$ cat config.mk
export PLATFORM = sky130hd
export DESIGN_NAME = parking_gate_controller_flat
export DESIGN_NICKNAME = d
export VERILOG_FILES = /design/src/rtl/parking_pkg.sv /design/src/rtl/parking_gate_controller_if.sv /design/src/rtl/parking_lane_fsm.sv /design/src/rtl/parking_gate_controller.sv /design/src/flat_wrapper.sv
export SDC_FILE = /design/constraint.sdc
export NUM_CORES = 1
export LEC_CHECK = 0
export BUFFER_PORTS_ARGS = -buffer_cell sky130_fd_sc_hd__buf_2
export CAP_MARGIN = 10
export CORE_MARGIN = 2
export CORE_UTILIZATION = 36
export CTS_BUF_LIST = sky130_fd_sc_hd__clkbuf_16
export CTS_CLUSTER_DIAMETER = 120
export DETAILED_ROUTE_END_ITERATION = 16
export SLEW_MARGIN = 30
export SYNTH_ARGS = -nofsm -noshare
export SYNTH_HDL_FRONTEND = slang
export SYNTH_SLANG_ARGS = --single-unit
$ cat constraint.sdc
create_clock -name clk -period 2.5 [get_ports clk]
set_clock_uncertainty 0.05 [all_clocks]
set_input_delay 0.625 -clock clk [delete_from_list [all_inputs] [get_ports clk]]
set_output_delay 0.625 -clock clk [all_outputs]
set_load 0.005 [all_outputs]
$ cat src/rtl/parking_pkg.sv
// Shared definitions for the parking gate front end and the occupancy counter.
// Holds the lane state encoding, admission hours and lot capacities.
package parking_pkg;

    typedef enum logic [2:0] {
        IDLE   = 3'd0,
        CHECK  = 3'd1,
        OPEN   = 3'd2,
        REJECT = 3'd3,
        CLOSE  = 3'd4
    } lane_state_e;

    localparam int OPEN_HOUR        = 8;
    localparam int LAST_HOUR        = 23;
    localparam int UNI_CAPACITY     = 64;
    localparam int GENERAL_CAPACITY = 192;
    localparam int TOTAL_CAPACITY   = UNI_CAPACITY + GENERAL_CAPACITY;

    function automatic logic hour_open(input logic [4:0] hour);
        return (hour >= 5'(OPEN_HOUR)) && (hour <= 5'(LAST_HOUR));
    endfunction

endpackage

$ cat src/rtl/parking_gate_controller_if.sv
// Car event stream between the gate front end (master) and the occupancy counter (slave).
// Events are single-cycle pulses; the is_uni_* qualifier is stable before and during each pulse.
interface parking_gate_controller_if;

    logic car_entered;
    logic is_uni_car_entered;
    logic car_exited;
    logic is_uni_car_exited;
    logic uni_is_vacated_space;
    logic is_vacated_space;

    modport master (
        output car_entered, is_uni_car_entered, car_exited, is_uni_car_exited,
        input  uni_is_vacated_space, is_vacated_space
    );

    modport slave (
        input  car_entered, is_uni_car_entered, car_exited, is_uni_car_exited,
        output uni_is_vacated_space, is_vacated_space
    );

endinterface

$ cat src/rtl/parking_lane_fsm.sv
// One gate lane: sensor synchronizers and debouncers, the barrier state machine,
// the open-timeout / close-gap timer and the badge qualifier latch.
module parking_lane_fsm
    import parking_pkg::*;
#(
    parameter int DEBOUNCE_CYC = 16,
    parameter int TIMEOUT_CYC  = 1000,
    parameter int GAP_CYC      = 4
) (
    input  logic        clk,
    input  logic        reset,
    input  logic        loop_i,
    input  logic        pass_i,
    input  logic        badge_i,
    input  logic        grant_i,
    input  logic        busy_i,
    output logic        arm_o,
    output logic        event_o,
    output logic        qual_o,
    output lane_state_e state_o
);

    localparam int DW = $clog2(DEBOUNCE_CYC + 1);
    localparam int TW = $clog2(TIMEOUT_CYC + 1);

    // Channel 0 is the presence loop, channel 1 the pass sensor.
    logic [1:0]          sync1_q, sync2_q, deb_q, deb_d;
    logic [1:0][DW-1:0]  cnt_q, cnt_d;
    lane_state_e         state_q, state_d;
    logic [TW-1:0]       timer_q, timer_d;
    logic                qual_q, qual_d;
    logic                armed_q, armed_d;
    logic                pass_rise;

    always_ff @(posedge clk or posedge reset) begin
        if (reset) begin
            sync1_q <= '0;
            sync2_q <= '0;
            deb_q   <= '0;
            cnt_q   <= '0;
            state_q <= IDLE;
            timer_q <= '0;
            qual_q  <= 1'b0;
            armed_q <= 1'b1;
        end else begin
            sync1_q <= {pass_i, loop_i};
            sync2_q <= sync1_q;
            deb_q   <= deb_d;
            cnt_q   <= cnt_d;
            state_q <= state_d;
            timer_q <= timer_d;
            qual_q  <= qual_d;
            armed_q <= armed_d;
        end
    end

    always_comb begin
        deb_d = deb_q;
        cnt_d = '0;
        for (int i = 0; i < 2; i++) begin
            if (sync2_q[i] != deb_q[i]) begin
                if (cnt_q[i] == DW'(DEBOUNCE_CYC - 1)) begin
                    deb_d[i] = sync2_q[i];
                end else begin
                    cnt_d[i] = cnt_q[i] + 1'b1;
                end
            end
        end
    end

    // The FSM reacts to the debounced level on the same edge it is accepted.
    assign pass_rise = deb_d[1] & ~deb_q[1];

    always_comb begin
        state_d = state_q;
        timer_d = timer_q + 1'b1;
        qual_d  = qual_q;
        armed_d = armed_q;
        event_o = 1'b0;
        // A held loop must be seen low before the lane may trigger again.
        if (!deb_d[0]) begin
            armed_d = 1'b1;
        end
        case (state_q)
            IDLE: begin
                timer_d = '0;
                if (deb_d[0] && armed_q) begin
                    state_d = CHECK;
                    qual_d  = badge_i;
                    armed_d = 1'b0;
                end
            end
            CHECK: begin
                timer_d = '0;
                state_d = grant_i ? OPEN : REJECT;
            end
            OPEN: begin
                if (pass_rise) begin
                    event_o = 1'b1;
                    state_d = CLOSE;
                    timer_d = '0;
                end else if (timer_q == TW'(TIMEOUT_CYC - 1)) begin
                    state_d = CLOSE;
                    timer_d = '0;
                end
            end
            REJECT: begin
                timer_d = '0;
                if (!deb_d[0]) begin
                    state_d = IDLE;
                    qual_d  = 1'b0;
                end
            end
            CLOSE: begin
                // Hold here until the gap has elapsed and our event has left the arbiter.
                if (timer_q >= TW'(GAP_CYC - 1)) begin
                    timer_d = timer_q;
                    if (!busy_i) begin
                        state_d = IDLE;
                        qual_d  = 1'b0;
                        timer_d = '0;
                    end
                end
            end
            default: begin
                state_d = IDLE;
                qual_d  = 1'b0;
                timer_d = '0;
            end
        endcase
    end

    assign arm_o   = (state_q == OPEN);
    assign qual_o  = qual_q;
    assign state_o = state_q;

endmodule

$ cat src/rtl/parking_gate_controller.sv
// Gate front end: entry/exit lanes, admission decision and a serialized car event stream.
// Define PARK_GATE_STATS_EN to add the saturating reject_count output.
module parking_gate_controller
    import parking_pkg::*;
#(
    parameter int DEBOUNCE_CYC = 16,
    parameter int TIMEOUT_CYC  = 1000,
    parameter int GAP_CYC      = 4
) (
    input  logic        clk,
    input  logic        reset,
    input  logic [4:0]  hour,
    input  logic        entry_loop,
    input  logic        entry_pass,
    input  logic        entry_uni_badge,
    input  logic        exit_loop,
    input  logic        exit_pass,
    input  logic        exit_uni_badge,
    output logic        entry_barrier_open,
    output logic        exit_barrier_open,
    output logic        entry_reject,
    output lane_state_e entry_state_dbg,
    output lane_state_e exit_state_dbg,
    parking_gate_controller_if.master evt
`ifdef PARK_GATE_STATS_EN
    ,output logic [15:0] reject_count
`endif
);

    logic        entry_evt, exit_evt, entry_qual, exit_qual, entry_grant;
    logic        entry_busy, exit_busy;
    logic        entry_pend_q, entry_pend_d, exit_pend_q, exit_pend_d;
    logic        car_entered_q, car_entered_d, car_exited_q, car_exited_d;
    lane_state_e entry_state, exit_state;

    // Uni badges may spill over into general spaces; general badges may not use uni spaces.
    assign entry_grant = hour_open(hour) &&
                         (entry_qual ? (evt.uni_is_vacated_space | evt.is_vacated_space)
                                     : evt.is_vacated_space);

    assign entry_busy = entry_pend_q | car_entered_q;
    assign exit_busy  = exit_pend_q  | car_exited_q;

    parking_lane_fsm #(
        .DEBOUNCE_CYC (DEBOUNCE_CYC),
        .TIMEOUT_CYC  (TIMEOUT_CYC),
        .GAP_CYC      (GAP_CYC)
    ) u_entry_lane (
        .clk     (clk),
        .reset   (reset),
        .loop_i  (entry_loop),
        .pass_i  (entry_pass),
        .badge_i (entry_uni_badge),
        .grant_i (entry_grant),
        .busy_i  (entry_busy),
        .arm_o   (entry_barrier_open),
        .event_o (entry_evt),
        .qual_o  (entry_qual),
        .state_o (entry_state)
    );

    parking_lane_fsm #(
        .DEBOUNCE_CYC (DEBOUNCE_CYC),
        .TIMEOUT_CYC  (TIMEOUT_CYC),
        .GAP_CYC      (GAP_CYC)
    ) u_exit_lane (
        .clk     (clk),
        .reset   (reset),
        .loop_i  (exit_loop),
        .pass_i  (exit_pass),
        .badge_i (exit_uni_badge),
        .grant_i (1'b1),
        .busy_i  (exit_busy),
        .arm_o   (exit_barrier_open),
        .event_o (exit_evt),
        .qual_o  (exit_qual),
        .state_o (exit_state)
    );

    // Entry wins a same-cycle collision; exit follows one cycle later.
    always_comb begin
        car_entered_d = entry_pend_q;
        car_exited_d  = exit_pend_q & ~entry_pend_q;
        entry_pend_d  = entry_evt | (entry_pend_q & ~car_entered_d);
        exit_pend_d   = exit_evt  | (exit_pend_q  & ~car_exited_d);
    end

    always_ff @(posedge clk or posedge reset) begin
        if (reset) begin
            entry_pend_q  <= 1'b0;
            exit_pend_q   <= 1'b0;
            car_entered_q <= 1'b0;
            car_exited_q  <= 1'b0;
        end else begin
            entry_pend_q  <= entry_pend_d;
            exit_pend_q   <= exit_pend_d;
            car_entered_q <= car_entered_d;
            car_exited_q  <= car_exited_d;
        end
    end

    assign evt.car_entered        = car_entered_q;
    assign evt.is_uni_car_entered = entry_qual;
    assign evt.car_exited         = car_exited_q;
    assign evt.is_uni_car_exited  = exit_qual;
    assign entry_reject           = (entry_state == REJECT);
    assign entry_state_dbg        = entry_state;
    assign exit_state_dbg         = exit_state;

`ifdef PARK_GATE_STATS_EN
    logic [15:0] reject_count_q;

    always_ff @(posedge clk or posedge reset) begin
        if (reset) begin
            reject_count_q <= '0;
        end else if ((entry_state == CHECK) && !entry_grant && (reject_count_q != 16'hFFFF)) begin
            reject_count_q <= reject_count_q + 16'd1;
        end
    end

    assign reject_count = reject_count_q;
`endif

endmodule

$ cat src/flat_wrapper.sv
// flat-port wrapper written by rule: the top's interface ports become plain ports
module parking_gate_controller_flat import parking_pkg::*;
#(
    parameter int DEBOUNCE_CYC = 16,
    parameter int TIMEOUT_CYC  = 1000,
    parameter int GAP_CYC      = 4
)
  (clk, reset, hour, entry_loop, entry_pass, entry_uni_badge, exit_loop, exit_pass, exit_uni_badge, entry_barrier_open, exit_barrier_open, entry_reject, entry_state_dbg, exit_state_dbg, evt_car_entered, evt_is_uni_car_entered, evt_car_exited, evt_is_uni_car_exited, evt_uni_is_vacated_space, evt_is_vacated_space);
  parking_gate_controller_if evt_i ();
  input  logic clk;
  input  logic reset;
  input  logic [4:0] hour;
  input  logic entry_loop;
  input  logic entry_pass;
  input  logic entry_uni_badge;
  input  logic exit_loop;
  input  logic exit_pass;
  input  logic exit_uni_badge;
  output logic entry_barrier_open;
  output logic exit_barrier_open;
  output logic entry_reject;
  output lane_state_e entry_state_dbg;
  output lane_state_e exit_state_dbg;
  output wire logic [$bits(evt_i.car_entered)-1:0] evt_car_entered;
  output wire logic [$bits(evt_i.is_uni_car_entered)-1:0] evt_is_uni_car_entered;
  output wire logic [$bits(evt_i.car_exited)-1:0] evt_car_exited;
  output wire logic [$bits(evt_i.is_uni_car_exited)-1:0] evt_is_uni_car_exited;
  input wire logic [$bits(evt_i.uni_is_vacated_space)-1:0] evt_uni_is_vacated_space;
  input wire logic [$bits(evt_i.is_vacated_space)-1:0] evt_is_vacated_space;
  assign evt_car_entered = evt_i.car_entered;
  assign evt_is_uni_car_entered = evt_i.is_uni_car_entered;
  assign evt_car_exited = evt_i.car_exited;
  assign evt_is_uni_car_exited = evt_i.is_uni_car_exited;
  assign evt_i.uni_is_vacated_space = evt_uni_is_vacated_space;
  assign evt_i.is_vacated_space = evt_is_vacated_space;
  parking_gate_controller #(.DEBOUNCE_CYC(DEBOUNCE_CYC), .TIMEOUT_CYC(TIMEOUT_CYC), .GAP_CYC(GAP_CYC)) u_core (.clk(clk), .reset(reset), .hour(hour), .entry_loop(entry_loop), .entry_pass(entry_pass), .entry_uni_badge(entry_uni_badge), .exit_loop(exit_loop), .exit_pass(exit_pass), .exit_uni_badge(exit_uni_badge), .entry_barrier_open(entry_barrier_open), .exit_barrier_open(exit_barrier_open), .entry_reject(entry_reject), .entry_state_dbg(entry_state_dbg), .exit_state_dbg(exit_state_dbg), .evt(evt_i));
endmodule
# Word-level counts from Yosys, hierarchy flattened
# Index checks and enable logic that the tools add are counted.
dict set report totals {
  register_bits 66
  output_inout_bits 13
}
dict set report op_classes {
  addsub 6
  magnitude_cmp 4
  n_eq_ne 30
  muxes 62
  bitwise 14
  n_reduce_logical 12
}
# cell n
set op_table {}
lappend op_table {{10-bit 2-to-1 mux} 8}
lappend op_table {{5-bit 2-to-1 mux} 8}
lappend op_table {{10-bit case mux with 2 select lines} 2}
lappend op_table {{3-bit 2-to-1 mux} 12}
lappend op_table {{3-bit case mux with 5 select lines} 2}
lappend op_table {{1-bit 2-to-1 mux} 28}
lappend op_table {{10-bit by 1-bit adder with 10-bit output (second input constant)} 2}
lappend op_table {{5-bit by 1-bit adder with 5-bit output (second input constant)} 4}
lappend op_table {{10-bit equality test (second input constant)} 2}
lappend op_table {{5-bit by 4-bit equality test with 1-bit output (second input constant)} 4}
lappend op_table {{10-bit by 2-bit greater-or-equal comparator with 1-bit output (second input constant)} 2}
lappend op_table {{5-bit AND reduction} 4}
lappend op_table {{2-bit != test (second input constant)} 8}
lappend op_table {{3-bit by 2-bit equality test with 1-bit output (second input constant)} 4}
lappend op_table {{1-bit case mux with 4 select lines} 2}
lappend op_table {{3-bit by 1-bit equality test with 1-bit output (second input constant)} 2}
lappend op_table {{3-bit equality test (second input constant)} 2}
lappend op_table {{3-bit zero test} 2}
lappend op_table {{3-bit by 1-bit != test with 1-bit output (second input constant)} 2}
lappend op_table {{3-bit != test (second input constant)} 2}
lappend op_table {{1-bit inverter} 6}
lappend op_table {{5-bit by 4-bit greater-or-equal comparator with 1-bit output (second input constant)} 1}
lappend op_table {{5-bit less-or-equal comparator (second input constant)} 1}
lappend op_table {{1-bit AND} 4}
lappend op_table {{4 further kinds} 14}

# Longest topological paths before layout
dict set report logic_depth {
  ltp_word 7
  mapped_depth 7
}

# Modules after synthesis
# Synthesis repeated with hierarchy kept, for this count alone.
dict set report hier_totals {
  hier_cells 289
  hier_area_um2 3051.7
}
# mod instances cells_per_inst area_each_um2 seq_area_each_um2
set modules_own_cells {}
lappend modules_own_cells {parking_lane_fsm 2 137 1446.4 777.0}
lappend modules_own_cells {parking_gate_controller 1 15 158.9 100.1}

# Least setup slack after synthesis
# OpenSTA, ideal clock, no wires.
dict set report synth_timing {
  path_kind {reg-to-reg}
  start {register u_core.u_entry_lane.cnt_q[0] (netlist name)}
  end {register u_core.u_entry_lane.qual_q (netlist: u_core.u_entry_lane.qual_o)}
  setup_ps 132
  arrival_ps 1560
  slack_ps 758
  stages_incl_launch_ff 7
  n_path_buf 0
  synth_period_minus_slack_ps 1742
  path_cell_list {dfrtp_1 > ha_1 > nand4b_2 > mux2_4 > and2_4 > o41ai_1 > nand3_1}
}
dict set report synth_via {
  elab_chain_len 6
}
# element line
set synth_lines {}
lappend synth_lines {{from (decl)} parking_lane_fsm.sv:28} ;# logic [1:0][DW-1:0] cnt_q, cnt_d;
lappend synth_lines {{from (signal assigned)} parking_lane_fsm.sv:49} ;# cnt_q <= cnt_d;
lappend synth_lines {{5-bit by 4-bit equality test with 1-bit output *} parking_lane_fsm.sv:62} ;# if (cnt_q[i] == DW'(DEBOUNCE_CYC - 1)) begin
lappend synth_lines {{1-bit 2-to-1 mux *} parking_lane_fsm.sv:62}
lappend synth_lines {{1-bit 2-to-1 mux *} parking_lane_fsm.sv:61} ;# if (sync2_q[i] != deb_q[i]) begin
lappend synth_lines {{via u_core.u_entry_lane.deb_d[0]} parking_lane_fsm.sv:27} ;# logic [1:0] sync1_q, sync2_q, deb_q, deb_d;
lappend synth_lines {{1-bit logical AND} parking_lane_fsm.sv:87} ;# if (deb_d[0] && armed_q) begin
lappend synth_lines {{2-bit != test (no source line)} n/a}
lappend synth_lines {{5-bit AND reduction (no source line) *} n/a}
lappend synth_lines {{to (signal assigned)} parking_lane_fsm.sv:52} ;# qual_q <= qual_d;
lappend synth_lines {{to (decl)} parking_lane_fsm.sv:31} ;# logic qual_q, qual_d;
# Mark *: on every way through the listed nets, which the timed path passes. The rest lies on a longest branch.
# A chain may end at the register's enable or synchronous reset.

# Worst setup path in the final report
dict set report layout_timing {
  start {register u_core.u_entry_lane.state_q[1] (netlist: u_core.u_entry_lane.state_o[1])}
  end {output port entry_barrier_open}
}
dict set report layout_via {
  elab_chain_len 1
}
# element line
set layout_lines {}
lappend layout_lines {{from (decl)} parking_lane_fsm.sv:29} ;# lane_state_e state_q, state_d;
lappend layout_lines {{from (signal assigned)} parking_lane_fsm.sv:50} ;# state_q <= state_d;
lappend layout_lines {{3-bit by 2-bit equality test with 1-bit output} parking_lane_fsm.sv:133} ;# assign arm_o = (state_q == OPEN);
lappend layout_lines {{to (decl)} flat_wrapper.sv:19} ;# output logic entry_barrier_open;
# No other way between the ends.

==> metrics.txt <==
Async S/R FF share, synth 100%; drt initial violations 133; top cells by area, synth dfrtp_1, xor2_1, nor2_1, nand3_1, ha_1; H-Tree Depth 3; Yosys reg bits 66; relative slew slack 68.3%; RSZ-0062 raised after global routing no; HPWL after DPL 3.80 mm; status completed; Net Sw Frac 26.0%; Worst Max-Slew Pin Slew 472 ps; pre-CTS setup slack 536 ps; total power 2610 uW; most frequent cells in the layout dfrtp_1, nor2_1, buf_2; Pwr Density 719 mW/mm^2; Clock transition at path regs 50 ps; Die ar. 0.00943 sq mm; Die Wd 97.1 um; vias post-DR 2,202; Hold WS 208 ps; drt first pass iters 4; GRT Total Usage 12.7%; share of cells above drive strength 1 21.7%; hold buffers post-CTS 0; Layout area overhead 16.4%; max-slew violations 0; Synth top area share 51.3%; syn avg cell area 11.1 sq um; CTS sink count 66; Yosys cell types 58; max_cap viols 0; Worst setup EP type output port; sw power 679 uW; CTS Buf Count 9; final setup vio count 0; setup ws final 264 ps; post_cts resized 0; Int Power 1930 uW; synth warn 0; met2 Resource Use GR 18.7%; clock power share 40.7%; Post-synth EDFFs 0; Max IR drop VDD 0.381 mV; critical path peak fanout 10; number of buffers inserted by port buffering 24; busiest layer in global routing met2; Fmax 447 MHz; diode count 0; Residual DRC 0; worst setup path class reg2out; WP data required 1820 ps; core area 0.00830 sq mm; Hold Violations, Final 0; Synth Instances 282; vias in the first global route 2,111; Starting Density 37.6%; Startpoint Class register; antenna violations before repair 0; clk root buf clkbuf_16; post-synthesis cell area 0.00312 sq mm; CTS tree built; Max Root-Sink Buffers 2; routability cong. 0.798; worst-skew pair later-pin latency 320 ps; Comb pwr share 13.5%; I/O pin cnt 28; nets@finish 339; Seq/Total Area, Yosys 53.0%; Pleak 0.00173 uW; buffer count from post-CTS setup fixing 0; total wire length 5.50 mm; type of the worst min-delay path in2async; WL/cell 12.9 um; # rows 33; commonest non-fill, non-tap cell in the layout dfrtp_1; fin crit share 89.4%; Flop pwr share 45.8%; met3 global-route usage 5.04%; post-DR vias/cell 5.14; ANT nets after route 0; Final Util 43.7%; total congestion overflow 0; setup TNS after final layout 0 ps; largest net degree at the start of global routing 32; die height 97.1 um; Period minus WS final 2240 ps; leading area contributor after synthesis dfrtp_1; commonest register cell after synthesis dfrtp_1; Worst Path Arrival 1560 ps; total nets after synthesis 303; GR Util met1 17.3%; first-pass GRT wire length 9.75 mm
## cells by family after synthesis
logic type               after synthesis  synth area share (%)
adder cells (fa/ha/maj)                6                  2.41
flip-flops                            66                  53.0
buffers and inverters                 11                  2.13
multiplexers                           7                  2.53
AND/OR/NAND/NOR                      127                  24.3
XOR/XNOR                              24                  6.74
AO/OA/AOI/OAI                         41                  8.82
## metrics by stage
stage	area (sq um)	instances
global placement	3380	412
floorplan	3120	282
finish	3630	428
CTS	3630	428
detailed placement	3380	412
global route	3630	428
## power by group through the flow
stage,Combinational (uW),Clock [uW],Sequential (uW)
after floorplan,252,0,1200
after global placement,355,0,1210
after detailed placement,360,0,1210
after CTS,362,1110,1190
after global routing,406,1170,1210
final,352,1060,1200
## final timing paths
| path | from | endpoint | slack (ps) | cells past startpoint |
|---|---|---|---|---|
| max in group asynchronous | reset | u_core.u_exit_lane.armed_q | 1640 | 3 |
| max reg2reg | u_core.u_entry_lane.timer_q[0] | u_core.u_entry_lane.timer_q[7] | 560 | 7 |
| min | reset | u_core.u_exit_lane.cnt_q[2] | 210 | 2 |
| max | u_core.u_entry_lane.state_o[1] | entry_barrier_open | 260 | 4 |
| min reg2reg | u_core.u_entry_lane.sync1_q[1] | u_core.u_entry_lane.sync2_q[1] | 300 | 0 |
| min in group clk | u_core.u_entry_lane.sync1_q[1] | u_core.u_entry_lane.sync2_q[1] | 300 | 0 |
## worst max-delay path, stage by stage (launching register included)
cell and delay, ps:
dfrtp_1 600, inv_2 60, or3_4 390, inv_1 80, buf_2 110
## state kept, by name, summed over array words and instances (netlist names), 2 cells and up
register / count
u_core.u_entry_lane.deb_q: 2
u_core.u_exit_lane.state_o: 3
u_core.u_entry_lane.sync1_q: 2
u_core.u_exit_lane.cnt_q: 10
u_core.u_entry_lane.timer_q: 10
u_core.u_exit_lane.deb_q: 2
u_core.u_entry_lane.state_o: 3
u_core.u_exit_lane.sync1_q: 2
u_core.u_entry_lane.cnt_q: 10
u_core.u_exit_lane.sync2_q: 2
u_core.u_entry_lane.sync2_q: 2
u_core.u_exit_lane.timer_q: 10
## final cells by class
class                   instances  area [sq um]
well taps                     105           131
clock buffers                   9           225
inverters                       8          30.0
repair buffers                 28           163
multi-input cells             205          1400
fillers                       778          4670
flip-flops and latches         66          1650
clock inverters                 7          27.5
## cell usage after synthesis, types with 4 or more instances
| master | n |
|---|---|
| dfrtp_1 | 64 |
| a21oi_1 | 9 |
| nand2_1 | 20 |
| and2_1 | 8 |
| inv_1 | 7 |
| o21ai_0 | 10 |
| nand3_1 | 19 |
| and3_1 | 4 |
| nor2_1 | 29 |
| xnor2_1 | 5 |
| xor2_1 | 19 |
| nand4_1 | 4 |
| nor3_1 | 7 |
| ha_1 | 6 |
## routing by layer
layer,wire length (um),vias up
met4,74,0
met3,317,8
met5,0,-
met2,2390,54
met1,2720,1053
li1,-,1087
Power figures use the tool's default switching activity.
